[src/rtl/watch_pkg.sv]
// Shared types and constants for the multi-alarm clock.
package watch_pkg;

    typedef enum logic [1:0] {
        TIMER     = 2'd0,
        SET       = 2'd1,
        ALERM_SET = 2'd2
    } mode_e;

    localparam int SEC_W  = 6;
    localparam int MIN_W  = 6;
    localparam int HOUR_W = 6;

    localparam logic [SEC_W-1:0]  MAX_SEC  = 6'd59;
    localparam logic [MIN_W-1:0]  MAX_MIN  = 6'd59;
    localparam logic [HOUR_W-1:0] MAX_HOUR = 6'd23;

    // Increment a 6-bit time field, wrapping to zero after max.
    function automatic logic [5:0] wrap_inc(input logic [5:0] v, input logic [5:0] max);
        return (v == max) ? 6'd0 : v + 6'd1;
    endfunction

endpackage

[src/rtl/key_repeat.sv]
// Key auto-repeat: one pulse right after a press, then one every SET_CNT cycles while held.
module key_repeat #(
    parameter int SET_CNT = 12_500_000
) (
    input  logic clk_i,
    input  logic rst_i,
    input  logic key_i,
    output logic pulse_o
);

    localparam int CW = (SET_CNT > 1) ? $clog2(SET_CNT) : 1;

    logic          key_q;
    logic [CW-1:0] cnt_q;
    logic          pulse_q;

    // Edge detect plus repeat interval counter; release cancels immediately.
    always_ff @(posedge clk_i) begin
        if (rst_i) begin
            key_q   <= 1'b0;
            cnt_q   <= '0;
            pulse_q <= 1'b0;
        end else begin
            key_q <= key_i;
            if (!key_i) begin
                cnt_q   <= '0;
                pulse_q <= 1'b0;
            end else if (!key_q) begin
                cnt_q   <= '0;
                pulse_q <= 1'b1;
            end else if (cnt_q == CW'(SET_CNT - 1)) begin
                cnt_q   <= '0;
                pulse_q <= 1'b1;
            end else begin
                cnt_q   <= cnt_q + CW'(1);
                pulse_q <= 1'b0;
            end
        end
    end

    assign pulse_o = pulse_q;

endmodule

[src/rtl/multi_alarm_control.sv]
// Digital clock with time-set, per-channel alarm-set, and shared-duration ringing.
module multi_alarm_control
    import watch_pkg::*;
#(
    parameter int SECOND_CNT     = 50_000_000,
    parameter int SET_CNT        = 12_500_000,
    parameter int NUM_ALERM      = 4,
    parameter int ALERM_DURATION = 60,
    localparam int SEL_W         = (NUM_ALERM > 1) ? $clog2(NUM_ALERM) : 1
) (
    input  logic                 clock,
    input  logic                 reset,
    input  logic                 set,
    input  logic                 alerm,
    input  logic [SEL_W-1:0]     alerm_sel,
    input  logic [NUM_ALERM-1:0] alerm_switch,
    input  logic                 minute_set,
    input  logic                 hour_set,
    input  logic                 hour_mode,
    output logic [17:0]          time_data,
    output logic                 alerm_equal,
    output logic [NUM_ALERM-1:0] alerm_active,
    output logic                 am_pm_div
);

    localparam int PS_W   = (SECOND_CNT > 1) ? $clog2(SECOND_CNT) : 1;
    localparam int RING_W = $clog2(ALERM_DURATION + 1);

    mode_e               state_q;
    logic [PS_W-1:0]     ps_q;
    logic [SEC_W-1:0]    sec_q, sec_d;
    logic [MIN_W-1:0]    min_q, min_d;
    logic [HOUR_W-1:0]   hour_q, hour_d;
    logic [MIN_W-1:0]    alm_min_q  [NUM_ALERM];
    logic [HOUR_W-1:0]   alm_hour_q [NUM_ALERM];
    logic [RING_W-1:0]   ring_q, ring_d;
    logic [NUM_ALERM-1:0] active_q, active_d, match;
    logic [17:0]         time_data_q;
    logic                am_pm_q;
    logic                min_pulse, hour_pulse, tick, roll;
    logic [HOUR_W-1:0]   src_hour, disp_hour;
    logic [MIN_W-1:0]    src_min;
    logic [SEC_W-1:0]    src_sec;

    key_repeat #(.SET_CNT(SET_CNT)) u_min_key (
        .clk_i(clock), .rst_i(reset), .key_i(minute_set), .pulse_o(min_pulse)
    );

    key_repeat #(.SET_CNT(SET_CNT)) u_hour_key (
        .clk_i(clock), .rst_i(reset), .key_i(hour_set), .pulse_o(hour_pulse)
    );

    // Mode FSM: set outranks alerm.
    always_ff @(posedge clock) begin
        if (reset)      state_q <= TIMER;
        else if (set)   state_q <= SET;
        else if (alerm) state_q <= ALERM_SET;
        else            state_q <= TIMER;
    end

    assign tick = (state_q != SET) && (ps_q == PS_W'(SECOND_CNT - 1));
    assign roll = tick && (sec_q == MAX_SEC);

    // Next time: key edits without carry in SET, carry chain on ticks otherwise.
    always_comb begin
        sec_d  = sec_q;
        min_d  = min_q;
        hour_d = hour_q;
        if (state_q == SET) begin
            sec_d = '0;
            if (min_pulse)  min_d  = wrap_inc(min_q, MAX_MIN);
            if (hour_pulse) hour_d = wrap_inc(hour_q, MAX_HOUR);
        end else if (tick) begin
            sec_d = wrap_inc(sec_q, MAX_SEC);
            if (sec_q == MAX_SEC) begin
                min_d = wrap_inc(min_q, MAX_MIN);
                if (min_q == MAX_MIN) hour_d = wrap_inc(hour_q, MAX_HOUR);
            end
        end
    end

    // Time and prescaler registers; prescaler held at zero in SET.
    always_ff @(posedge clock) begin
        if (reset) begin
            ps_q   <= '0;
            sec_q  <= '0;
            min_q  <= '0;
            hour_q <= '0;
        end else begin
            sec_q  <= sec_d;
            min_q  <= min_d;
            hour_q <= hour_d;
            if (state_q == SET || tick) ps_q <= '0;
            else                        ps_q <= ps_q + PS_W'(1);
        end
    end

    // Alarm edits apply only to the selected, in-range channel.
    always_ff @(posedge clock) begin
        if (reset) begin
            for (int unsigned i = 0; i < NUM_ALERM; i++) begin
                alm_min_q[i]  <= '0;
                alm_hour_q[i] <= '0;
            end
        end else if (state_q == ALERM_SET) begin
            for (int unsigned i = 0; i < NUM_ALERM; i++) begin
                if (alerm_sel == SEL_W'(i)) begin
                    if (min_pulse)  alm_min_q[i]  <= wrap_inc(alm_min_q[i], MAX_MIN);
                    if (hour_pulse) alm_hour_q[i] <= wrap_inc(alm_hour_q[i], MAX_HOUR);
                end
            end
        end
    end

    // Channel matches against the time the rolling tick is about to produce.
    always_comb begin
        match = '0;
        for (int unsigned i = 0; i < NUM_ALERM; i++) begin
            match[i] = roll && alerm_switch[i] &&
                       (hour_d == alm_hour_q[i]) && (min_d == alm_min_q[i]);
        end
    end

    // Ringing: new match reloads the shared counter; expiry clears every channel.
    always_comb begin
        active_d = active_q & alerm_switch;
        ring_d   = ring_q;
        if (state_q == SET) begin
            active_d = '0;
            ring_d   = '0;
        end else if (|match) begin
            active_d = active_d | match;
            ring_d   = RING_W'(ALERM_DURATION);
        end else if (tick && ring_q != '0) begin
            ring_d = ring_q - RING_W'(1);
            if (ring_q == RING_W'(1)) active_d = '0;
        end
    end

    // Ring state registers.
    always_ff @(posedge clock) begin
        if (reset) begin
            ring_q   <= '0;
            active_q <= '0;
        end else begin
            ring_q   <= ring_d;
            active_q <= active_d;
        end
    end

    // Display source selection and 12 h conversion.
    always_comb begin
        src_hour = hour_q;
        src_min  = min_q;
        src_sec  = sec_q;
        if (state_q == ALERM_SET) begin
            src_hour = '0;
            src_min  = '0;
            src_sec  = '0;
            for (int unsigned i = 0; i < NUM_ALERM; i++) begin
                if (alerm_sel == SEL_W'(i)) begin
                    src_hour = alm_hour_q[i];
                    src_min  = alm_min_q[i];
                end
            end
        end
        disp_hour = src_hour;
        if (hour_mode) begin
            if (src_hour == '0)          disp_hour = 6'd12;
            else if (src_hour > 6'd12)   disp_hour = src_hour - 6'd12;
        end
    end

    // Registered display outputs.
    always_ff @(posedge clock) begin
        if (reset) begin
            time_data_q <= '0;
            am_pm_q     <= 1'b0;
        end else begin
            time_data_q <= {disp_hour, src_min, src_sec};
            am_pm_q     <= (src_hour >= 6'd12);
        end
    end

    assign time_data    = time_data_q;
    assign am_pm_div    = am_pm_q;
    assign alerm_active = active_q;
    assign alerm_equal  = |active_q;

endmodule
[config.mk]
export PLATFORM = sky130hd
export DESIGN_NAME = multi_alarm_control
export DESIGN_NICKNAME = d
export VERILOG_FILES = /design/src/rtl/watch_pkg.sv /design/src/rtl/key_repeat.sv /design/src/rtl/multi_alarm_control.sv
export SDC_FILE = /design/constraint.sdc
export NUM_CORES = 1
export LEC_CHECK = 0
export ABC_AREA = 1
export CORE_ASPECT_RATIO = 2
export CORE_MARGIN = 2
export CORE_UTILIZATION = 48
export DETAILED_ROUTE_END_ITERATION = 8
export GPL_ROUTABILITY_DRIVEN = 0
export PLACE_DENSITY = 0.76
export SLEW_MARGIN = 15
export SYNTH_ARGS = -nofsm -noshare
export SYNTH_HDL_FRONTEND = slang
export SYNTH_SLANG_ARGS = --single-unit
[constraint.sdc]
create_clock -name clock -period 7.07 [get_ports clock]
set_input_delay 2.121 -clock clock [delete_from_list [all_inputs] [get_ports clock]]
set_output_delay 2.121 -clock clock [all_outputs]
set_load 0.1 [all_outputs]
==> results by group, run 1 <==
Outcome
  – Status: completed

CTS
  – Maximum clock path buffer count: 2
  – Post-CTS sizing: 0
  – Post-cts hold buffer count: 0
  – H-tree depth: 4
  – Inserted Clock Buffers: 17
  – Clk root buf: clkbuf_16
  – CTS tree: done
  – Post-CTS setup buffers: 0
  – Clock Pin Slew Worst Setup and Hold Paths: about 70 ps
  – Sinks on Clock Net: about 180
  – Worst skew pair latency: approximately 450 ps

Flow run
  – Max-Cap Viols: 0

Yosys
  – Synth Area in Adders: 0.0233
  – Cell count after synthesis: ~1400
  – Post-Synth XOR/XNOR Area: 0.0335
  – Seq/Total Area, Yosys: 0.391
  – Synthesized area: 10200 um^2
  – Post-Syn Area per Cell: 7.20 um^2
  – Share of the synthesized area in the top cell type: 0.250
  – Synth top area cells: dfxtp_1, edfxtp_1, nand2_1
  – Synth Flop Type: dfxtp_1
  – Yosys cell types: 52
  – EDFF count, synth: 48
  – Flop and latch count out of synthesis: 175
  – Cell taking the most area after synthesis: dfxtp_1
  – Largest family of logic cells by synthesized area: simple AND/OR/NAND/NOR gates
  – Mux share of post-synthesis cell area: 0
  – Compound-Gate Fraction of Synth Area: 0.0979
  – Syn Nets: roughly 1400
  – Yosys warns: 0
  – FFs w/ async S/R, synth: 0
  – Simple-Gate Fraction of Synth Area: 0.373

Routing
  – Post-DRT Antenna Nets: 0
  – WL per Instance: 15.5 um
  – Via Count: around 9500
  – Residual DRC count: 0
  – Drt pass-1 iters: 6
  – Drt total wl: around 27 mm
  – Vias per cell: about 5.5
  – Initial drt markers: 663

Finish
  – Antenna cells: 0
  – Fin nets: 1482
  – Proportion of layout cells with a drive suffix above 1: 0.0984
  – Post-synthesis to final-layout area growth: 12.2%
  – Fill cell count: a little under 2000

STA
  – Clock Skew: slightly below 10 ps
  – Final setup viols: 0
  – Endpoints failing hold: 0
  – Setup repair after global routing missed its margin: no
  – Setup TNS: 0 ps
  – Fmax: ~0.22 GHz
  – Final period util: 0.646
  – Slew headroom: 0.331
  – Tightest Pin Transition: slightly below 1000 ps
  – WHS: 433 ps
  – Max Slew Vio Count: 0
  – Min Tclk post-route: around 4600 ps

Power and ir drop
  – Static Leak: roughly 4.6 nW
  – Sw Pwr: a little over 0.6 mW
  – VDD IR-drop max: approximately 170 uV
  – Clock power frac: 0.417
  – Internal cell power: roughly 1.7 mW
  – Sw Ratio: 0.270
  – Logic pwr share: 0.115
  – Reg power frac: 0.468
  – Power density cells: around 200 nW/um^2

Global route
  – Pin count of the biggest net entering global routing: 37
  – Tot GR Track Use: 0.249
  – GR Overflow Total: 0
  – Vias in the first global route: 9661
  – First-pass GRT wire length: roughly 44 mm
  – Initial antenna violation count: 0

Worst setup path
  – Crit path capture type: flip-flop
  – WP buf/inv: 5
  – CP top delay family: simple AND/OR/NAND/NOR gates
  – RR Endpoint: ring_q[0]
  – Reg-to-reg slack, setup: between 4000 and 5000 ps
  – Worst path depth: 15
  – CP Cell Sequence: clkdlybuf4s50_1, inv_1, nor2_1, a221oi_1, o22ai_1, inv_1, ha_1, nand2_1, nand2_1, nand2_1, clkinv_1, nand2_1, o211ai_1, nand2_1, inv_1
  – Critical path type: input pin to flip-flop
  – CP max FO: 14
  – Data arrival, critical path: 4910 ps
  – Critical Path RT: 7420 ps
  – Startpoint Class: input pin
  – Worst r2r path cells: 16
  – CP dominant cell by count: nand2_1
  – Slowest CP cell: nor2_1
  – Max incr delay on CP: 720 ps
  – Reg2reg start: state_q[1]

Floorplanning
  – Die Area: around 22000 um^2
  – Initial Utilization: 0.487
  – Number of I/O pins: 37
  – Area of the core: roughly 21000 um^2
  – Cell Rows: between 70 and 80
  – Die Y: 210 um
  – Die width: around 110 um

Min path
  – Min-Delay Endpoint: u_min_key.pulse_o
  – WHS Path Cells: 1
  – Hold Path Class: flip-flop to flip-flop
  – Hold Startpoint: u_min_key.key_q

Placed design
  – DP HPWL: ~21 mm
  – Buffers on Ports: 36
area by class of cell:
cell class                 instances  area (um^2)  area share
tap                              269          337      0.0295
inverter                         196          736      0.0644
clock inverter                    11          100     0.00876
multi-input combinational       1022         5380       0.471
clock buffer                      21          514      0.0450
timing repair buffer              38          375      0.0329
sequential                       175         3980       0.349
metal layers:
layer / track usage / vias up / part of all wire
met5: 0 / - / 0
li1: - / 4695 / -
met4: 0.197 / 0 / 0.082
met1: 0.216 / 4317 / 0.33
met2: 0.474 / 368 / 0.54
met3: 0.0538 / 159 / 0.046
Yosys cell counts (4+ instances only):
cell / count
nand2_1: 304
nor2_1: 196
inv_1: 182
dfxtp_1: 127
nand3_1: 99
a21oi_1: 68
edfxtp_1: 48
o21ai_0: 46
nor3_1: 41
xor2_1: 34
nand2_2: 30
nand4_1: 22
ha_1: 19
nor2_2: 17
clkbuf_1: 16
o21ai_1: 14
nor4_1: 13
inv_2: 11
nand3_2: 11
nor3b_1: 11
o22ai_1: 10
nand2_4: 8
a31oi_1: 7
nand3b_1: 7
nand3_4: 5
nor2_4: 5
nor2_8: 5
nor3_2: 5
or2_2: 5
xnor2_1: 5
a21oi_2: 4
o2111ai_1: 4
o21a_1: 4
state kept, by name, indices dropped and copies added, names as in the netlist, 18 cells and up:
register,flops
u_min_key.cnt_q,24
ps_q,26
u_hour_key.cnt_q,24
alm_min_q,24
alm_hour_q,24
time_data,18
worst max-delay path by stage:
stage / startpoint / end / slack, ps
3_3_place_gp: alerm_sel[1] / time_data[15] / 2150
6_report: alerm_sel[1] / time_data[15] / 2510
5_1_grt: reset / ps_q[7] / 2280
4_1_cts: alerm_sel[1] / time_data[15] / 2600
2_1_floorplan: alerm_active[2] / alerm_equal / 3160
3_5_place_dp: alerm_sel[1] / time_data[15] / 2120
logic make-up (layout without fill, tap and decap cells):
logic type	Yosys count	count (layout)
buffers and inverters	217	266
flip-flops	175	175
AND/OR/NAND/NOR	789	789
AO/OA/AOI/OAI	175	175
adder cells (fa/ha/maj)	19	19
XOR/XNOR	39	39
power groups by stage:
stage                     clock network [mW]  registers (mW)  logic, mW
final                                  0.961            1.08      0.265
after global routing                    1.03            1.08      0.287
after CTS                              0.982            1.08      0.260
after detailed placement                   0            1.10      0.259
after global placement                     0            1.10      0.254
after floorplan                            0            1.13      0.155
metrics by stage:
stage / power (mW) / util / worst slack [ps] / cell area (um^2) / instances
3_5_place_dp: 1.36 / 0.517 / 2120 / 10800 / 1700
2_1_floorplan: 1.28 / - / 3160 / 10200 / 1414
6_report: 2.30 / 0.546 / 2510 / 11400 / 1732
4_1_cts: 2.32 / 0.546 / 2600 / 11400 / 1732
5_1_grt: 2.39 / 0.546 / 2280 / 11400 / 1732
3_3_place_gp: 1.35 / 0.517 / 2150 / 10800 / 1700
placed cells by master, fill, tap and decap left out, types with 4 or more instances in the layout:
master / count
a31oi_1: 7
a21oi_1: 68
nor3_1: 41
nor2_8: 5
nand3b_1: 7
dfxtp_1: 127
o21a_1: 4
edfxtp_1: 48
nor2_4: 5
inv_1: 182
nor3_2: 5
nor3b_1: 11
nand2_2: 30
nor4_1: 13
nand2_1: 304
nand3_1: 99
xnor2_1: 5
nand3_4: 5
nor2_1: 196
nand2_4: 8
clkinv_2: 4
ha_1: 19
inv_2: 11
o21ai_1: 14
o22ai_1: 10
nor2_2: 17
nand4_1: 22
xor2_1: 34
a21oi_2: 4
clkbuf_16: 20
o2111ai_1: 4
clkdlybuf4s50_1: 36
o21ai_0: 46
or2_2: 5
nand3_2: 11
(Power assumes the default switching activity.)
==> run 2: changes to the inputs <==
Settings changed: PLACE_DENSITY 0.76 to 0.79.
Clock period 7.07 ns to 4 ns, I/O delays scaled along.
==> results by group, run 2 (synthesis results as in run 1) <==
Finish
  – Non-Filler Instances: 1749 (+0.98%)
  – Design area: 11500 um^2 (+1.0%)
  – Fin nets: 1499 (+1.1%)
  – Commonest non-fill, non-tap cells in the layout: nand2_1, nor2_1, inv_1
  – Proportion of layout cells with a drive suffix above 1: 0.107 (+0.00833)
  – Post-synthesis to final-layout area growth: 13.3%
  – Most common library cell in the layout ignoring fill and taps: nand2_1
  – Top reg by flops: ps_q
  – Fin util: 0.552 (+0.00550)
  – Max reg flops: 26 (unchanged)
  – Antenna cells: 0 (unchanged)

Min path
  – Min-Delay Endpoint: u_min_key.pulse_o
  – Hold Path Class: flip-flop to flip-flop
  – WHS Path Cells: 1 (unchanged)
  – Hold Startpoint: u_min_key.key_q

Placed design
  – Buffers on Ports: 36 (unchanged)
  – Dpl ws: 469 ps (-1650 ps)
  – Placed cell area: 10900 um^2 (+1.2%)
  – Dpl cells: 1717 (+1.0%)
  – DP HPWL: 21.0 mm (+0.11%)

CTS
  – Inserted Clock Buffers: 17 (unchanged)
  – Sinks on Clock Net: 175 (unchanged)
  – Clk root buf: clkbuf_16
  – H-tree depth: 4 (unchanged)
  – Post-CTS setup buffers: 0 (unchanged)
  – CTS tree: done
  – Maximum clock path buffer count: 2 (unchanged)
  – Post-CTS sizing: 0 (unchanged)
  – Post-cts hold buffer count: 0 (unchanged)
  – Worst skew pair latency: 450 ps (about the same)
  – Clock Pin Slew Worst Setup and Hold Paths: 70 ps (about the same)

Floorplanning
  – Cell Rows: 75 (unchanged)
  – Area of the core: 20900 um^2 (unchanged)
  – Die Y: 210 um (unchanged)
  – Initial Utilization: 0.487 (unchanged)
  – Number of I/O pins: 37 (unchanged)
  – Die width: 107 um (unchanged)
  – Die Area: 22500 um^2 (unchanged)

STA
  – Min Tclk post-route: between 3000 and 4000 ps
  – Tightest Pin Transition: 990 ps (-3.28 ps)
  – Final period util: 0.867
  – Final worst setup slack: 531 ps (-1980 ps)
  – Setup repair after global routing missed its margin: no
  – Clock Skew: 7.23 ps (-2.51 ps)
  – Setup TNS: 0 ps (unchanged)
  – Endpoints failing hold: 0 (unchanged)
  – Final setup viols: 0 (unchanged)
  – Slew headroom: 0.338 (+0.00712)
  – Fmax: 0.288 GHz
  – Max Slew Vio Count: 0 (unchanged)

Worst setup path
  – WP buf/inv: 1 (-4)
  – CP top delay family: buffers and inverters
  – Worst r2r path cells: 16 (unchanged)
  – Critical path type: flip-flop to output port
  – Critical Path RT: 2800 ps (-4620 ps)
  – Crit path capture type: output port
  – Reg2reg start: state_q[0]
  – Data arrival, critical path: 2270 ps (-2640 ps)
  – CP max FO: 4 (-10)
  – RR Endpoint: ring_q[2]
  – Reg-to-reg slack, setup: 990 ps (-3090 ps)
  – CP Cell Sequence: or4_1, clkdlybuf4s50_1
  – Setup crit start: alerm_active[2]
  – Startpoint Class: flip-flop
  – Max incr delay on CP: 980 ps (+260 ps)
  – Slowest CP cell: clkdlybuf4s50_1

Global route
  – Initial antenna violation count: 0 (unchanged)
  – Vias in the first global route: 9604 (-0.59%)
  – First-pass GRT wire length: 43.3 mm (-1.3%)
  – Tot GR Track Use: 0.245 (-0.00357)
  – Pin count of the biggest net entering global routing: 37 (unchanged)
  – GR Overflow Total: 0 (unchanged)

Flow run
  – Max-Cap Viols: 0 (unchanged)

Routing
  – Residual DRC count: 0 (unchanged)
  – Via Count: 9594 (+0.58%)
  – Vias per cell: 5.49 (-0.40%)
  – Drt pass-1 iters: 5 (-1)
  – Post-DRT Antenna Nets: 0 (unchanged)
  – WL per Instance: 15.2 um (-2.0%)
  – Drt total wl: 26.6 mm (-1.0%)
  – Initial drt markers: 621 (-6.3%)

Power and ir drop
  – Static Leak: 4.67 nW (+1.6%)
  – VDD IR-drop max: 288 uV (+65%)
  – Power density cells: 355 nW/um^2 (+76%)

Outcome
  – Status: completed
-- run 2: changes by cell type in the layout (fill, tap and decap cells not counted) --
| cell | change |
|---|---|
| clkinv_4 | -1 |
| clkinv_1 | +3 |
| inv_6 | +2 |
| bufinv_16 | +2 |
| buf_4 | +17 |
| clkinv_2 | -2 |
| clkinvlp_4 | -1 |
| clkbuf_16 | -3 |
-- run 2: where the power goes --
group	internal, mW	switching (mW)
sequential	1.86	0.0458
combinational	0.141	0.337
clock	0.996	0.718
total	2.99	1.10
-- run 2: metal layers --
layer | up-vias | wire length [um] | global-route usage
li1 | 4732 | - | -
met1 | 4389 | 8980 | 0.220
met2 | 334 | 14500 | 0.463
met3 | 139 | 1160 | 0.0461
met4 | 0 | 2020 | 0.195
met5 | - | 0 | 0
-- run 2: worst max-delay path by stage --
| stage | slack [ps] | to | cells past startpoint |
|---|---|---|---|
| 2_1_floorplan | 1010 | alerm_equal | 1 |
| 3_3_place_gp | 520 | time_data[15] | 17 |
| 3_5_place_dp | 470 | time_data[15] | 17 |
| 4_1_cts | 510 | alerm_equal | 2 |
| 5_1_grt | 460 | alerm_equal | 2 |
| 6_report | 530 | alerm_equal | 2 |
-- run 2: through the flow --
step	hold slack [ps]	power, mW
6_report	425	4.09
3_3_place_gp	419	2.40
3_5_place_dp	424	2.41
2_1_floorplan	408	2.26
5_1_grt	450	4.25
4_1_cts	429	4.12
-- run 2: final cells by class --
| class | instances | area (um^2) |
|---|---|---|
| fill | 2011 | 9390 |
| multi-input combinational | 1022 | 5380 |
| sequential | 175 | 3980 |
| inverter | 196 | 736 |
| timing repair buffer | 55 | 503 |
| clock buffer | 18 | 439 |
| tap | 269 | 337 |
| clock inverter | 14 | 163 |
==> run 3: changes to the inputs <==
Settings changed: ABC_AREA 1 to not set.
==> results by group, run 3 <==
Yosys
  – Syn Nets: 1016 (-30%)
  – Yosys warns: 0 (unchanged)
  – Synth Flop Type: dfxtp_1
  – Share of the synthesized area in the top cell type: 0.280 (+0.0303)
  – Seq/Total Area, Yosys: 0.439 (+0.0475)
  – Synth top cells by count: nor2_1, dfxtp_1, nand2_1
  – Post-Syn Area per Cell: 9.23 um^2 (+28%)
  – EDFF count, synth: 48 (unchanged)
  – Synth top area cells: dfxtp_1, edfxtp_1, xor2_1
  – FFs w/ async S/R, synth: 0 (unchanged)
  – Synthesized area: 9080 um^2 (-11%)
  – Count leader, synth: nor2_1
  – Cell taking the most area after synthesis: dfxtp_1
  – Cell count after synthesis: 984 (-30%)
  – Yosys cell types: 71 (+37%)
  – Flop and latch count out of synthesis: 175 (unchanged)

CTS
  – Maximum clock path buffer count: 2 (unchanged)
  – Clk root buf: clkbuf_16
  – Inserted Clock Buffers: 17 (unchanged)
  – Post-CTS setup buffers: 0 (unchanged)
  – Post-CTS sizing: 0 (unchanged)
  – Worst skew pair latency: 450 ps (about the same)
  – H-tree depth: 4 (unchanged)
  – Sinks on Clock Net: 175 (unchanged)
  – CTS tree: done
  – Post-cts hold buffer count: 0 (unchanged)
  – Clock Pin Slew Worst Setup and Hold Paths: 80 ps (about the same)

Routing
  – WL per Instance: 17.4 um (+14%)
  – Vias per cell: 5.76 (+5.0%)
  – Initial drt markers: 301 (-52%)
  – Residual DRC count: 0 (unchanged)
  – Drt pass-1 iters: 4 (-1)
  – Post-DRT Antenna Nets: 0 (unchanged)
  – Drt total wl: 21.9 mm (-18%)
  – Via Count: 7264 (-24%)

Finish
  – Antenna cells: 0 (unchanged)
  – Design area: 10300 um^2 (-11%)
  – Post-synthesis to final-layout area growth: 13.2%
  – Fill cell count: 1645 (-18%)
  – Proportion of layout cells with a drive suffix above 1: 0.0864 (-0.0204)
  – Commonest non-fill, non-tap cells in the layout: nor2_1, dfxtp_1, nand2_1
  – Area of the multi-input gates: 4870 um^2 (-9.5%)
  – Most common library cell in the layout ignoring fill and taps: nor2_1
  – Top reg by flops: ps_q
  – Fin nets: 1061 (-29%)
  – Register area: 3980 um^2 (unchanged)
  – Max reg flops: 26 (unchanged)

STA
  – Endpoints failing hold: 0 (unchanged)
  – Tightest Pin Transition: 985 ps (-4.88 ps)
  – Max Slew Vio Count: 0 (unchanged)
  – Min Tclk post-route: 3820 ps (+349 ps)
  – Fmax: 0.262 GHz (-9.1%)
  – Final period util: 0.955 (+0.0872)
  – Final setup viols: 0 (unchanged)
  – Slew headroom: 0.341 (+0.00327)
  – Final worst setup slack: 182 ps (-349 ps)
  – Setup repair after global routing missed its margin: no
  – Setup TNS: 0 ps (unchanged)
  – Clock Skew: 13.5 ps (+6.29 ps)

Global route
  – First-pass GRT wire length: 35.1 mm (-19%)
  – GR Overflow Total: 0 (unchanged)
  – Tot GR Track Use: 0.227 (-0.0185)
  – Initial antenna violation count: 0 (unchanged)
  – Vias in the first global route: 7429 (-23%)
  – Pin count of the biggest net entering global routing: 26 (-30%)

Floorplanning
  – Die width: 101 um (-5.4%)
  – Cell Rows: 71 (-5.3%)
  – Number of I/O pins: 37 (unchanged)
  – Area of the core: 18700 um^2 (-11%)
  – Die Area: 20100 um^2 (-11%)
  – Initial Utilization: 0.487 (about the same)
  – Die Y: 199 um (-5.5%)

Power and ir drop
  – Sw Ratio: 0.263 (-0.00552)
  – Sw Pwr: 0.990 mW (-10%)
  – Reg power frac: 0.504 (+0.039)
  – Power Total: 3.76 mW (-8.1%)
  – Static Leak: 3.61 nW (-23%)
  – Internal cell power: 2.77 mW (-7.4%)
  – Logic pwr share: 0.068 (-0.049)
  – VDD IR-drop max: 233 uV (-19%)
  – Clock power frac: 0.428 (+0.009)
  – Power density cells: 366 nW/um^2 (+3.1%)

Placed design
  – DP HPWL: 16.6 mm (-21%)
  – Buffers on Ports: 36 (unchanged)
  – Dpl ws: 197 ps (-272 ps)
  – Placed cell area: 9710 um^2 (-11%)

Worst setup path
  – Data arrival, critical path: 4140 ps (+1870 ps)
  – Worst r2r path cells: 12 (-4)
  – Crit path capture type: flip-flop
  – Critical Path RT: 4330 ps (+1530 ps)
  – Critical path type: flip-flop to flip-flop
  – CP max FO: 10 (+6)
  – Startpoint Class: flip-flop

Min path
  – WHS Path Cells: 1 (unchanged)
  – Hold Path Class: flip-flop to flip-flop

Flow run
  – Max-Cap Viols: 0 (unchanged)

Outcome
  – Status: completed
## run 3: cell count changes after synthesis, moves of 31 or more
cell,previous run,this run
a21oi_1,68,29
inv_1,182,22
nand2_1,304,95
nand3_1,99,51
o21ai_0,46,15
xnor2_1,5,74
xor2_1,34,82
## run 3: final timing paths
path / start / to / slack, ps
max: min_q[0] / ring_q[1] / 180
min: u_min_key.cnt_q[0] / u_min_key.cnt_q[0] / 460
max reg2reg: min_q[0] / ring_q[1] / 180
min reg2reg: u_min_key.cnt_q[0] / u_min_key.cnt_q[0] / 460
## run 3: area by class of cell
type / instances / share of cell area
multi-input cells: 758 / 0.474
inverters: 22 / 0.00803
well taps: 219 / 0.0267
clock buffers: 17 / 0.0414
repair buffers: 55 / 0.0489
clock inverters: 15 / 0.0138
flip-flops and latches: 175 / 0.388
## run 3: cells by family after synthesis
group,count (synthesis),synth area share
buffers and inverters,51,0.0259
and+or+nand+nor,475,0.252
muxes,22,0.0409
adders and majority gates,19,0.0262
DFF,175,0.439
AOI/OAI and AO/OA,86,0.0661
xor gates and xnor gates,156,0.150
## run 3: routing by layer
layer	wire length [um]	vias to the layer above	share of wire	global-route usage
met5	0	-	0	0
met4	1720	0	0.079	0.178
met3	699	110	0.032	0.0351
met2	12200	195	0.56	0.429
met1	7260	3457	0.33	0.205
li1	-	3502	-	-
## run 3: through the flow
stage	util	instances	hold WS, ps
final	0.551	1261	463
after floorplan	-	984	418
after global routing	0.551	1261	483
after global placement	0.520	1229	436
after detailed placement	0.520	1229	447
after CTS	0.551	1261	461
## run 3: worst max-delay path, stage by stage (launching register included)
cell and delay [ps]:
dfxtp_1 400, ha_1 310, nand2b_1 140, nor4b_1 430
buf_4 230, nand4_1 120, nand2_1 180, mux2_1 450
xor2_1 180, nor4_1 450, nand4_1 240, and4_1 370
nor3b_2 200
## run 3: power by group through the flow
stage | clock [mW] | combinational [mW] | sequential [mW]
global route | 1.71 | 0.273 | 1.90
floorplan | 0 | 0.149 | 1.95
detailed placement | 0 | 0.250 | 1.94
global placement | 0 | 0.245 | 1.93
CTS | 1.64 | 0.252 | 1.90
finish | 1.61 | 0.256 | 1.90
